==> src/rtl/msft_intc_pkg.sv <==
// Shared constants for the APB interrupt controller: register offsets,
// size limits and CLAIM word layout.
package msft_intc_pkg;

  localparam int NUM_IRQ_MAX = 32;
  localparam int NUM_TGT_MAX = 8;

  typedef logic [5:0] word_idx_t;

  localparam logic [7:0] OFF_PENDING = 8'h00;
  localparam logic [7:0] OFF_MODE    = 8'h04;
  localparam logic [7:0] OFF_RAW     = 8'h08;
  localparam logic [7:0] OFF_TIMER   = 8'h0C;
  localparam logic [7:0] OFF_ENABLE  = 8'h20;
  localparam logic [7:0] OFF_CLAIM   = 8'h40;

  // Only paddr[7:2] is decoded, so the datapath compares word indices.
  localparam word_idx_t W_PENDING = OFF_PENDING[7:2];
  localparam word_idx_t W_MODE    = OFF_MODE[7:2];
  localparam word_idx_t W_RAW     = OFF_RAW[7:2];
  localparam word_idx_t W_TIMER   = OFF_TIMER[7:2];
  localparam word_idx_t W_ENABLE  = OFF_ENABLE[7:2];
  localparam word_idx_t W_CLAIM   = OFF_CLAIM[7:2];

  localparam int CLAIM_VALID_BIT = 31;
  localparam int CLAIM_ID_W      = 5;

  function automatic logic [31:0] claim_word(input logic valid,
                                             input logic [CLAIM_ID_W-1:0] id);
    logic [31:0] w;
    w = '0;
    w[CLAIM_VALID_BIT]  = valid;
    w[CLAIM_ID_W-1:0]   = id;
    return w;
  endfunction

endpackage

==> src/rtl/msft_intc_prio_enc.sv <==
// Lowest-index priority encoder: returns valid plus the id of the lowest set
// bit of the input vector.
module msft_intc_prio_enc
  import msft_intc_pkg::*;
#(
  parameter int NUM_IRQ = 32
) (
  input  logic [NUM_IRQ-1:0]    vec,
  output logic                  valid,
  output logic [CLAIM_ID_W-1:0] id
);

  // NOTE: every output gets a default before the loop, otherwise a
  // combinational block that assigns only on some paths infers a latch.
  always_comb begin
    valid = 1'b0;
    id    = '0;
    // Scan high to low so the last hit, the lowest index, wins.
    for (int i = NUM_IRQ - 1; i >= 0; i--) begin
      if (vec[i]) begin
        valid = 1'b1;
        id    = CLAIM_ID_W'(i);
      end
    end
  end

endmodule

==> src/rtl/msft_apb_intc_gen2.sv <==
// APB interrupt controller with per-source edge/level mode, per-target enable
// and claim, plus a 32-bit system timer. MSFT_INTC_SYNC_EN adds a 2-flop input synchroniser.
module msft_apb_intc_gen2
  import msft_intc_pkg::*;
#(
  parameter int NUM_IRQ = 32,
  parameter int NUM_TGT = 4
) (
  input  logic               clk_i,
  input  logic               rstn_i,
  input  logic               psel_i,
  input  logic               penable_i,
  input  logic [31:0]        paddr_i,
  input  logic [31:0]        pwdata_i,
  input  logic               pwrite_i,
  output logic [31:0]        prdata_o,
  output logic               pready_o,
  output logic               pslverr_o,
  input  logic [NUM_IRQ-1:0] irqs_i,
  output logic [NUM_TGT-1:0] irq_o
);

  logic [NUM_IRQ-1:0]    src, raw_q, prev_q, mode_q, edge_pend_q, pending;
  logic [NUM_IRQ-1:0]    w1c_clr, claim_clr;
  logic [NUM_IRQ-1:0]    enable_q [NUM_TGT];
  logic [NUM_IRQ-1:0]    masked   [NUM_TGT];
  logic [NUM_TGT-1:0]    claim_valid;
  logic [CLAIM_ID_W-1:0] claim_id [NUM_TGT];
  logic [31:0]           timer_q, rdata;
  word_idx_t             word;
  logic                  wr_en, rd_setup;
  logic                  unused_addr;

  assign word        = paddr_i[7:2];
  assign wr_en       = psel_i & penable_i & pwrite_i;
  assign rd_setup    = psel_i & ~penable_i & ~pwrite_i;
  assign pready_o    = 1'b1;
  assign pslverr_o   = 1'b0;
  assign unused_addr = ^{paddr_i[31:8], paddr_i[1:0]};

`ifdef MSFT_INTC_SYNC_EN
  logic [NUM_IRQ-1:0] sync1_q, sync2_q;
  always_ff @(posedge clk_i or negedge rstn_i) begin
    if (!rstn_i) begin
      sync1_q <= '0;
      sync2_q <= '0;
    end else begin
      sync1_q <= irqs_i;
      sync2_q <= sync1_q;
    end
  end
  assign src = sync2_q;
`else
  assign src = irqs_i;
`endif

  // NOTE: sequential state uses non-blocking assignments so every flop
  // samples the pre-edge value of its neighbours (prev_q sees the old raw_q).
  always_ff @(posedge clk_i or negedge rstn_i) begin
    if (!rstn_i) begin
      raw_q  <= '0;
      prev_q <= '0;
    end else begin
      raw_q  <= src;
      prev_q <= raw_q;
    end
  end

  always_comb begin
    w1c_clr   = '0;
    claim_clr = '0;
    if (wr_en && word == W_PENDING) w1c_clr = pwdata_i[NUM_IRQ-1:0];
    for (int t = 0; t < NUM_TGT; t++) begin
      if (wr_en && word == W_CLAIM + word_idx_t'(t)) begin
        // Matching against each valid index drops ids >= NUM_IRQ for free.
        for (int i = 0; i < NUM_IRQ; i++) begin
          if (pwdata_i[CLAIM_ID_W-1:0] == CLAIM_ID_W'(i)) claim_clr[i] = 1'b1;
        end
      end
    end
  end

  // Edge pending is held at 0 while a source is in level mode, so a
  // level->edge switch starts clean. A new rising edge beats a same-cycle clear.
  always_ff @(posedge clk_i or negedge rstn_i) begin
    if (!rstn_i) edge_pend_q <= '0;
    else         edge_pend_q <= mode_q & ((edge_pend_q & ~(w1c_clr | claim_clr))
                                          | (raw_q & ~prev_q));
  end

  assign pending = (mode_q & edge_pend_q) | (~mode_q & raw_q);

  // NOTE: the enable array is a handful of flops, not a RAM, so it is reset
  // along with the rest of the register file.
  always_ff @(posedge clk_i or negedge rstn_i) begin
    if (!rstn_i) begin
      mode_q  <= '0;
      timer_q <= '0;
      for (int t = 0; t < NUM_TGT; t++) enable_q[t] <= '0;
    end else begin
      timer_q <= timer_q + 32'd1;
      if (wr_en) begin
        if (word == W_MODE)  mode_q  <= pwdata_i[NUM_IRQ-1:0];
        if (word == W_TIMER) timer_q <= pwdata_i;
        for (int t = 0; t < NUM_TGT; t++) begin
          if (word == W_ENABLE + word_idx_t'(t)) enable_q[t] <= pwdata_i[NUM_IRQ-1:0];
        end
      end
    end
  end

  for (genvar t = 0; t < NUM_TGT; t++) begin : g_tgt
    assign masked[t] = pending & enable_q[t];
    assign irq_o[t]  = |masked[t];

    msft_intc_prio_enc #(.NUM_IRQ(NUM_IRQ)) u_enc (
      .vec   (masked[t]),
      .valid (claim_valid[t]),
      .id    (claim_id[t])
    );
  end

  always_comb begin
    rdata = '0;
    case (word)
      W_PENDING: rdata = 32'(pending);
      W_MODE:    rdata = 32'(mode_q);
      W_RAW:     rdata = 32'(raw_q);
      W_TIMER:   rdata = timer_q;
      default: begin
        for (int t = 0; t < NUM_TGT; t++) begin
          if (word == W_ENABLE + word_idx_t'(t)) rdata = 32'(enable_q[t]);
          if (word == W_CLAIM + word_idx_t'(t))  rdata = claim_word(claim_valid[t], claim_id[t]);
        end
      end
    endcase
  end

  // Read data is captured in the setup phase and is zero on all other cycles.
  always_ff @(posedge clk_i or negedge rstn_i) begin
    if (!rstn_i) prdata_o <= '0;
    else         prdata_o <= rd_setup ? rdata : '0;
  end

endmodule

==> config.mk <==
export PLATFORM = sky130hd
export DESIGN_NAME = msft_apb_intc_gen2
export DESIGN_NICKNAME = d
export VERILOG_FILES = /design/src/rtl/msft_intc_pkg.sv /design/src/rtl/msft_intc_prio_enc.sv /design/src/rtl/msft_apb_intc_gen2.sv
export SDC_FILE = /design/constraint.sdc
export NUM_CORES = 1
export LEC_CHECK = 0
export ABC_AREA = 1
export ABC_CLOCK_PERIOD_IN_PS = 3950
export CAP_MARGIN = 0
export CORE_MARGIN = 2
export CORE_UTILIZATION = 46
export CTS_BUF_LIST = sky130_fd_sc_hd__clkbuf_4 sky130_fd_sc_hd__clkbuf_8
export CTS_CLUSTER_DIAMETER = 50
export CTS_CLUSTER_SIZE = 25
export DETAILED_ROUTE_END_ITERATION = 6
export PLACE_DENSITY = 0.64
export SYNTH_ARGS = -nofsm -noshare
export SYNTH_HDL_FRONTEND = slang
export SYNTH_SLANG_ARGS = --single-unit
==> constraint.sdc <==
create_clock -name clk_i -period 3.95 [get_ports clk_i]
set_clock_uncertainty 0.05 [all_clocks]
set_input_delay 1.185 -clock clk_i [delete_from_list [all_inputs] [get_ports clk_i]]
set_output_delay 1.185 -clock clk_i [all_outputs]
set_load 0.01 [all_outputs]
* Word-level counts from Yosys, hierarchy flattened *
Cells that the tools add are included.

cells by class
  divide/modulo/power cells = 0
  magnitude comparators = 0
  reductions and logical operators = 16
  shift-type cells = 0
  bitwise gates (word level) = 21
  muxes and demuxes = 401
  equal/unequal tests = 42
  add/sub/neg operators = 1
  $mul = 0

operators by type and width
  operator                 count
  $mux W5                  128
  $mux W32                 16
  $and A32 B32 Y32         9
  $mux W1                  256
  $pmux W32 S4             1
  $reduce_or A32 Y1        4
  $not A32 Y32             3
  $or A32 B32 Y32          3
  $eq A5 B5 Y1 const B     16
  $eq A5 B4 Y1 const B     8
  $add A32 B1 Y32 const B  1
  $eq A6 B4 Y1 const B     4
  $eq A6 B5 Y1 const B     4
  $eq A5 B3 Y1 const B     4
  $eq A6 B2 Y1 const B     2
  $eq A5 B2 Y1 const B     2
  $reduce_and A2 Y1        5
  $eq A6 B1 Y1 const B     1
  $logic_not A6 Y1         1
  $eq A5 B1 Y1 const B     1
  $logic_and A1 B1 Y1      5
  $logic_not A5 Y1         1
  $and A1 B1 Y1            4
  $not A1 Y1               2

storage, ports and cells
  logic and storage cells = 491
  RAM bits = 0
  input port bits = 101
  ROM bits = 0
  register bits after elaboration = 320
  output and inout port bits = 38
  latch bits = 0
  memories = 0

* Depth between registers and ports, before layout *
Gate-level depths: netlist of run 1.

  depth after elaboration = 45
  gate-level depth with buffers = 41
  depth with buffers taken out = 41

* Hierarchy *
Synthesis of run 1 repeated with hierarchy kept, for this count alone.

second synthesis, totals
  cell total of the unflattened synthesis = 2711
  area, all modules = 18649.1 µm²

by module, submodules not included
  module              sequential area each (µm²)  instances  cells each  area each (µm²)
  msft_apb_intc_gen2  8007.7                      1          2283        16877.4
  msft_intc_prio_enc  0.0                         4          107         442.9

* Least setup slack after synthesis of run 1 *
OpenSTA, ideal clock, no wires.

  kind = reg-to-reg
  start = reg timer_q[0]
  end = reg timer_q[30]
  required time = 3.782 ns
  path slack = 0.835 ns
  arrival time = 2.947 ns
  setup time = 0.118 ns
  period minus slack after synthesis = 3.115 ns
  path buffers = 0
  stages on the path, launching flop included = 24
  cells stage by stage = dfrtp_1 > ha_1 > nand3_1 > nor2_1 > inv_2 > nor2_1 > inv_2 > nor2_2 > inv_2 > nor2_2 > inv_2 > nor2_1 > nand4_1 > nor4_2 > nand4_1 > nor4_2 > nand3_1 > nor2_1 > nand2_1 > nor2_2 > nand2_1 > xnor2_1 > mux2i_1 > inv_1

between the ends
  longest elaborated chain between the ends = 3

ends and longest elaborated chain
  item                      RTL line                   text
  start: declaration        msft_apb_intc_gen2.sv:29   logic [31:0] timer_q, rdata;
  start signal: assignment  msft_apb_intc_gen2.sv:101  timer_q <= timer_q + 32'd1;
  start signal: assignment  msft_apb_intc_gen2.sv:104  if (word == W_TIMER) timer_q <= pwdata_i;
  $add A32 B1 Y32 *         msft_apb_intc_gen2.sv:101
  $mux W32                  msft_apb_intc_gen2.sv:104
  $mux W32 *                msft_apb_intc_gen2.sv:102  if (wr_en) begin

Mark *: on every way between the ends. The rest lies on a longest branch, timed or not.
A chain may end at the register's enable or synchronous reset.

* Worst setup path in the final report of run 1 *
  start = reg timer_q[0]
  end = reg timer_q[31]

The elaborated chain is that of the path after synthesis.

==> results of run 1 <==
power by group through the flow:
stage | combinational [W] | sequential, W | clock [W]
floorplan | 0.000628 | 0.00361 | 0
global placement | 0.00110 | 0.00362 | 0
detailed placement | 0.00111 | 0.00363 | 0
CTS | 0.00111 | 0.00357 | 0.00262
global route | 0.00127 | 0.00359 | 0.00277
finish | 0.00113 | 0.00357 | 0.00256
cell usage after synthesis, drive strengths merged, types with 3 or more instances:
master | instances | share of area (%)
nand4 | 6 | 0.27
a221oi | 5 | 0.27
inv | 209 | 4.9
nand2 | 707 | 17
a21oi | 65 | 2.0
mux2i | 6 | 0.37
a41oi | 6 | 0.33
a2111oi | 22 | 1.2
o21a | 3 | 0.14
clkinv | 5 | 0.12
o22ai | 26 | 1.0
nor2 | 146 | 3.7
o31ai | 12 | 0.56
clkbuf | 69 | 1.6
a31oi | 15 | 0.58
o211ai | 5 | 0.23
o21bai | 5 | 0.23
a22o | 20 | 1.1
xor2 | 12 | 0.65
a22oi | 12 | 0.56
or2 | 30 | 1.2
o21ai | 243 | 7.6
dfrtp | 320 | 50
buf | 3 | 0.14
nand3 | 55 | 1.8
nor4 | 5 | 0.37
nor3 | 19 | 0.83
a311oi | 19 | 1.0
through the flow:
step	TNS, ns	power, W	util [%]	instance area (um^2)	hold slack [ns]
floorplan	0	0.00423	-	16100	0.304
global placement	0	0.00472	52.8	18200	0.315
detailed placement	0	0.00474	52.8	18200	0.321
CTS	0	0.00730	55.4	19100	0.338
global route	-0.150	0.00763	55.6	19200	0.353
finish	0	0.00726	55.6	19200	0.328
metal layers:
layer  vias up  global-route usage, %  wire, um
met4         0                   13.7      2570
met1      6972                   38.7     22100
met3       112                   4.97      3590
met2       536                   46.0     23500
li1       7108                      -         -
met5         -                      0         0
sequential cells by signal (all words and copies together), names as in the netlist:
| signal | flops |
|---|---|
| prev_q | 32 |
| timer_q | 32 |
| mode_q | 32 |
| edge_pend_q | 32 |
| raw_q | 32 |
| enable_q | 128 |
| prdata_o | 32 |
what timing repair did:
action	CTS	global route
resized for setup	20	21
gates cloned	0	0
pin swaps	0	3
endpoints found under the setup margin	4	7
buffers inserted	2	1
critical path, delay by kind of cell (launching register included):
| family | cells | cell delay [ns] |
|---|---|---|
| DFF | 1 | 0.36 |
| buffers and inverters | 7 | 0.52 |
| AOI/OAI and AO/OA | 2 | 0.16 |
| and+or+nand+nor | 19 | 2.59 |
kinds of logic (layout without fill, tap and decap cells):
logic type | after synthesis | after routing | synth area share, %
simple gates | 970 | 970 | 24.8
compound gates | 468 | 468 | 17.4
flops | 320 | 320 | 49.9
buf+inv | 286 | 474 | 6.75
xor+xnor | 14 | 14 | 0.763
mux | 6 | 6 | 0.374
other cells | 2 | 2 | 0.0468
fa+ha+maj | 1 | 1 | 0.0779
final cells by class:
class | instances | area share [%]
Sequential cell | 320 | 41.8
Multi-Input combinational cell | 1461 | 37.2
Timing Repair Buffer | 196 | 9.51
Inverter | 214 | 4.21
Clock buffer | 45 | 3.20
Tap cell | 455 | 2.97
Clock inverter | 19 | 1.14
placed cells by master (no fill, tap or decap), drive strengths merged, types with 3 or more instances in the layout:
master / synthesis / layout
nand2: 707 / 707
dfrtp: 320 / 320
o21ai: 243 / 243
inv: 209 / 218
nor2: 146 / 146
clkdlybuf4s50: 0 / 105
buf: 3 / 87
a21oi: 65 / 65
nand3: 55 / 55
clkbuf: 69 / 45
or2: 30 / 30
o22ai: 26 / 26
a2111oi: 22 / 22
a22o: 20 / 20
a311oi: 19 / 19
nor3: 19 / 19
a31oi: 15 / 15
a22oi: 12 / 12
o31ai: 12 / 12
xor2: 12 / 12
clkinv: 5 / 9
a41oi: 6 / 6
mux2i: 6 / 6
nand4: 6 / 6
o211ai: 5 / 5
a221oi: 5 / 5
o21bai: 5 / 5
nor4: 5 / 5
clkinvlp: 0 / 4
dlygate4sd2: 0 / 4
o21a: 3 / 3
path summary, 6_finish.rpt:
path                                   endpoint  depth (start not counted)
worst min register to register       prev_q[29]                          0
max in group asynchronous       edge_pend_q[12]                          2
worst max-delay path                timer_q[31]                         28
worst max register to register      timer_q[31]                         28
min in group asynchronous              raw_q[7]                          1
worst min-delay path                 prev_q[29]                          0
==> run summary, run 1 <==
The final critical path takes up 96.9% of the cycle. Summed over all cells, the static leakage comes to 9.03 nW. Compared with the post-synthesis result, the final layout area differs by 19.3%.

The data arrival time of the worst path is 4.23 ns. The sum of overflow across all layers after global routing came out at 0. At the worst endpoint, the required time is 4.36 ns. The HPWL after detailed placement is 38.9 mm. The number of buffers created by CTS came out at 37. TritonCTS built the clock tree. The multi-input combinational cell area is 7130 um^2. The highest achievable clock rate came out at 261 MHz. The measured slew at the worst slew-check pin came out at 0.929 ns. The cell internal power dissipation came out at 0.00508 W.

The share of final-layout standard cells stronger than drive strength 1 came out at 12.5%. The critical path starts at timer_q[0]. The longest individual stage delay on the worst path is 0.36 ns.

The final-report hold violation count came to 0. The initial antenna violation count came out at 0. The number of global-route vias before repair is 14371.

The DRC violation count after routing is 0. The flow ran to the end, and the final reports show no timing, DRC or antenna violations. After layout, the worst setup slack is 0.123 ns. Once placement completed, the tool counted placed cells totaling 2643. STA classifies the critical path startpoint as a flop. The number of warnings reported in the yosys synthesis log is 0. The register share of total power is 49.1%. The clock passes through at most 3 buffers. The repair_antennas step left the layout with diodes totalling 0. The ratio of routed vias to standard cells is 5.43. The first global-routing pass estimated 80.4 mm of wire. The global-route usage over all layers came out at 29.0%. Summing all flip-flop and latch instances after layout gives 8010 um^2. The hold-fix buffer count after cts is 0. The share of synthesized area occupied by flip-flops and latches is 49.9%.

The slowest stage of the critical path is the dfrtp_1 cell. For this design the top-level I/O count stands at 139. CTS placed an instance of clkbuf_8 at the clock tree root. The floorplan core area is 34500 um^2. The count of port buffers added during placement came out at 110.

The number of filler cells placed in the layout is 3275. The max-slew violation total from the final report is 0. The clock transition at the register clock pins on the worst setup and hold paths after CTS is 0.10 ns. The synthesized area per cell is 7.77 um^2. In this run the number of H-tree levels came out at 2. In this run, synthesis produced a sequential element count of 320.

In this run the remaining antenna-violating nets after routing total 0. The net count after synthesis is 2169. The setup slack of the most critical reg-to-reg path is 0.12 ns. The largest fanout on the critical path is 3. The floorplan has 68 rows. Setup repair after global routing could not meet its margin everywhere. After the last flow step, the layout net total stands at 2332.

The DRC marker count from the first detailed-route iteration came out at 1330. The floorplan die width came out at 191 um. Among all flip-flop cells after synthesis, the most frequent one is dfrtp_1.

The switching power of the nets is 0.00218 W. The combinational group share of total power came out at 15.6%. The critical path start-end classification is flop to flop.

The global placement routability congestion came out at 0.917. The count of max-cap constraint violations came out at 0. The effective utilization at floorplan is 46.6%. The total power per unit cell area is 379 nW/um^2.

Headroom to the max-slew limit came out at 38.1%. The share of power burned in the clock network came out at 35.3%. In this run the worst hold path is classified as flop to flop.

The worst register-to-register path begins at timer_q[0]. The source of the worst hold timing path is raw_q[29]. The count of flip-flops with a built-in enable after synthesis came out at 0.

The largest vdd supply drop is 0.266 mV. In this run switching power makes up 30.1% of total power. In this run the vertical extent of the chip is 191 um. The die covers 36400 um^2. The non-filler instance count after layout is 2710.

The number of library cell types mapped by synthesis is 51. The worst setup path is captured at a flop. The netlist area before placement is 16100 um^2.

The number of clock sinks is 320. Setup violations remaining at the end of the flow were counted as 0. The placement-stage worst setup slack came out at 0.100 ns. After detailed routing, the average wire length per cell comes to 19.1 um. For the worst-skew pair, the clock arrives at the later sink with an insertion delay of 0.58 ns.

The final wirelength came out at 51.7 mm. The first-pass detailed-route iteration total came out at 5. Entering global routing, the biggest net connects 107 pins.

After synthesis, the share of flip-flops with an asynchronous set or reset is 100%. The final critical delay including setup and external delays came out at 3.83 ns. Summing over every cut layer, the via total after detailed routing is 14728. Synthesis produced 2067 cells.
(Power assumes the default switching activity.)
==> inputs of run 2 (changes only) <==
--- a/config.mk
+++ b/config.mk
@@ -18,3 +18,4 @@
 export SYNTH_ARGS = -nofsm -noshare
 export SYNTH_HDL_FRONTEND = slang
 export SYNTH_SLANG_ARGS = --single-unit
+export TNS_END_PERCENT = 30
==> run 2 against run 1 <==
Effect of this change: final cell count hardly changed; register-to-register slack hardly changed; sequential cell count stayed put; utilization is 0.11 points lower; non-clock buffer count is 2 lower; highest routed layer unchanged; critical endpoint unchanged; worst hold slack better by 0.0010 ns; critical path depth stayed put; global-route usage hardly changed.
==> run summary, run 2 (synthesis gave the netlist of run 1 again) <==
In the layout the commonest cells are nand2_1, dfrtp_1, o21ai_0, inv_1, nor2_1. The kind of capture point of the worst setup path is a flop. The total power is 0.00725 W.

The DRC marker count from the first detailed-route iteration is 1239. The path class of the tightest hold or removal check is flop to flop. The clock transition at the register clock pins on the worst setup and hold paths after CTS is 0.10 ns. The die boundary height came out at 191 um. enable_q holds more flip-flops than any other register.

The average wire length per cell after detail routing came out at 19.1 um. The I/O pin total came out at 139. The clock tree buffer depth is 3. The switching power of the nets is 0.00217 W. The count of port buffers added during placement came out at 110. The global-route wire length before repair came out at 80.4 mm.

The floorplan die width is 191 um. The number of clock sinks is 320. The standard-cell row count came out at 68.

The hold slack came out at 0.329 ns. The total inserted antenna cells is 0. The hold-fix buffer count after cts is 0. The effective utilization at floorplan is 46.6%. STA classifies the critical path startpoint as a flop.

The number of global-route vias before repair came out at 14370. For this run the aggregate overflow at the end of global routing stands at 0. The initial antenna violation count came out at 0. The share of power burned in the clock network came out at 35.3%. Setup violations remaining at the end of the flow were counted as 0.

For this block, the via count after detailed routing is 14814. After detailed routing, the total wire length is 51.7 mm. The core region is 34500 um^2. After legalization and detailed placement, the total HPWL measured 38.9 mm.

The total power per unit cell area is 379 nW/um^2. Internal power comes to 0.00508 W. By startpoint and endpoint, the worst setup path is classified as flop to flop. The largest vdd supply drop is 0.266 mV. The worst-case headroom to the max-slew limit came out at 37.6%.

The number of H-tree branching levels is 2. The first detailed-routing pass took 5 iterations. The final-report hold violation count came out at 0. Leaving out fill and tap cells, the most frequent cell in the layout is nand2_1. The latest clock arrival within the worst-skew pair came out at 0.58 ns. The ratio of final minimum period to clock period is 97.1%. The global-route usage over all layers is 29.0%.

The placement-stage worst setup slack is 0.100 ns. The measured slew at the worst slew-check pin came out at 0.935 ns. The final critical delay including setup and external delays is 3.84 ns.

The max-slew violation total from the final report is 0. The longest individual stage delay on the worst path is 0.36 ns. Setup repair after global routing could not meet its margin everywhere.

The data arrival time of the worst path is 4.24 ns. Max-cap violations in this run came to 0. After filler insertion, the fill cell instance count of the layout stands at 3275. After detailed routing, the number of vias per cell comes to 5.47.

The maximum number of pins on one net before global-route repair is 107. Derived from the worst setup path, the maximum achievable clock frequency is 261 MHz. The amount of wire on met3 after detailed routing came out at 3.49 mm.

The detail route stage leaves a number of antenna-violating nets equal to 0. The routed design uses 23.5 mm of met2 wire. The clock tree from TritonCTS is built. The worst path required time came out at 4.36 ns.

The top routing layer in use is met4. Cells with a size suffix above 1 make up 12.3% of the layout. In the final design database the tool counted 2330 nets. The global placement routability congestion came out at 0.917. The register with the most flip-flops in the layout has 128 of them. The die covers 36400 um^2.

For this run, design rule violations remaining after detail routing come to 0. Relative to the synthesized area, the layout overhead comes to 19.1%. Sequential cells burn 49.2% of the power. For this design, the slowest cell found on the critical path is dfrtp_1. The met1 wire length is 22.1 mm. The run finished with clean final reports. The largest fanout on the critical path came out at 3. The combinational group share of total power came out at 15.5%. The number of buffers created by CTS came out at 37. The cell leakage power is 9.02 nW.

Clock tree synthesis selected as its root buffer the cell clkbuf_8. Setup slack on the critical path of the routed design comes to 0.113 ns. The switching part of the total power is 30.0%.
==> run 2: cell count changes in the layout (fill, tap and decap cells not counted) <==
cell            delta
nor2_4             -3
nand2_1            +2
o21ai_2            -2
dlymetal6s2s_1     +1
nor2_2             +3
buf_4              -2
dlygate4sd2_1      -1
nand2_2            -2
o21ai_1            +2
==> run 2: power by group through the flow <==
stage	sequential [W]	clock, W	combinational, W
global route	0.00359	0.00277	0.00127
detailed placement	0.00363	0	0.00111
finish	0.00357	0.00256	0.00112
global placement	0.00362	0	0.00110
CTS	0.00356	0.00262	0.00111
floorplan	0.00361	0	0.000628
==> run 2: what timing repair did <==
action	4_1_cts	5_1_grt
setup endpoints to repair	4	7
setup buffers	0	1
resized for setup	17	17
==> run 2: through the flow <==
| step | instance area, um^2 | utilization [%] | cells | TNS, ns |
|---|---|---|---|---|
| finish | 19100 | 55.5 | 2708 | 0 |
| global route | 19100 | 55.5 | 2708 | -0.263 |
| CTS | 19100 | 55.3 | 2707 | -0.0606 |
| detailed placement | 18200 | 52.8 | 2643 | 0 |
| global placement | 18200 | 52.8 | 2643 | 0 |
| floorplan | 16100 | - | 2067 | 0 |
==> run 2: cell type report <==
class / instances / area [um^2] / share of cell area, %
clock buffers: 45 / 613 / 3.21
clock inverters: 19 / 218 / 1.14
inverters: 214 / 807 / 4.22
multi-input cells: 1461 / 7100 / 37.1
flip-flops and latches: 320 / 8010 / 41.9
well taps: 455 / 569 / 2.98
repair buffers: 194 / 1810 / 9.47
==> run 2: worst paths after layout <==
kind / start / end / slack [ns] / cells past startpoint
worst max-delay path: timer_q[0] / timer_q[31] / 0.11 / 28
worst min-delay path: raw_q[29] / prev_q[29] / 0.33 / 0
worst max register to register: timer_q[0] / timer_q[31] / 0.11 / 28
worst min register to register: raw_q[29] / prev_q[29] / 0.33 / 0
max in group asynchronous: rstn_i / edge_pend_q[12] / 2.28 / 2
min in group asynchronous: rstn_i / raw_q[7] / 0.61 / 1
==> run 2: per-layer routing <==
layer	vias up	track usage [%]
li1	7098	-
met1	7051	38.5
met2	548	46.0
met3	117	5.15
met4	0	13.7
met5	-	0
==> run 2: worst max-delay path: cells and delay by family (launching register included) <==
family          cells  cell delay [ns]
compound gates      2             0.16
simple gates       19             2.61
flops               1             0.36
buf+inv             7             0.51
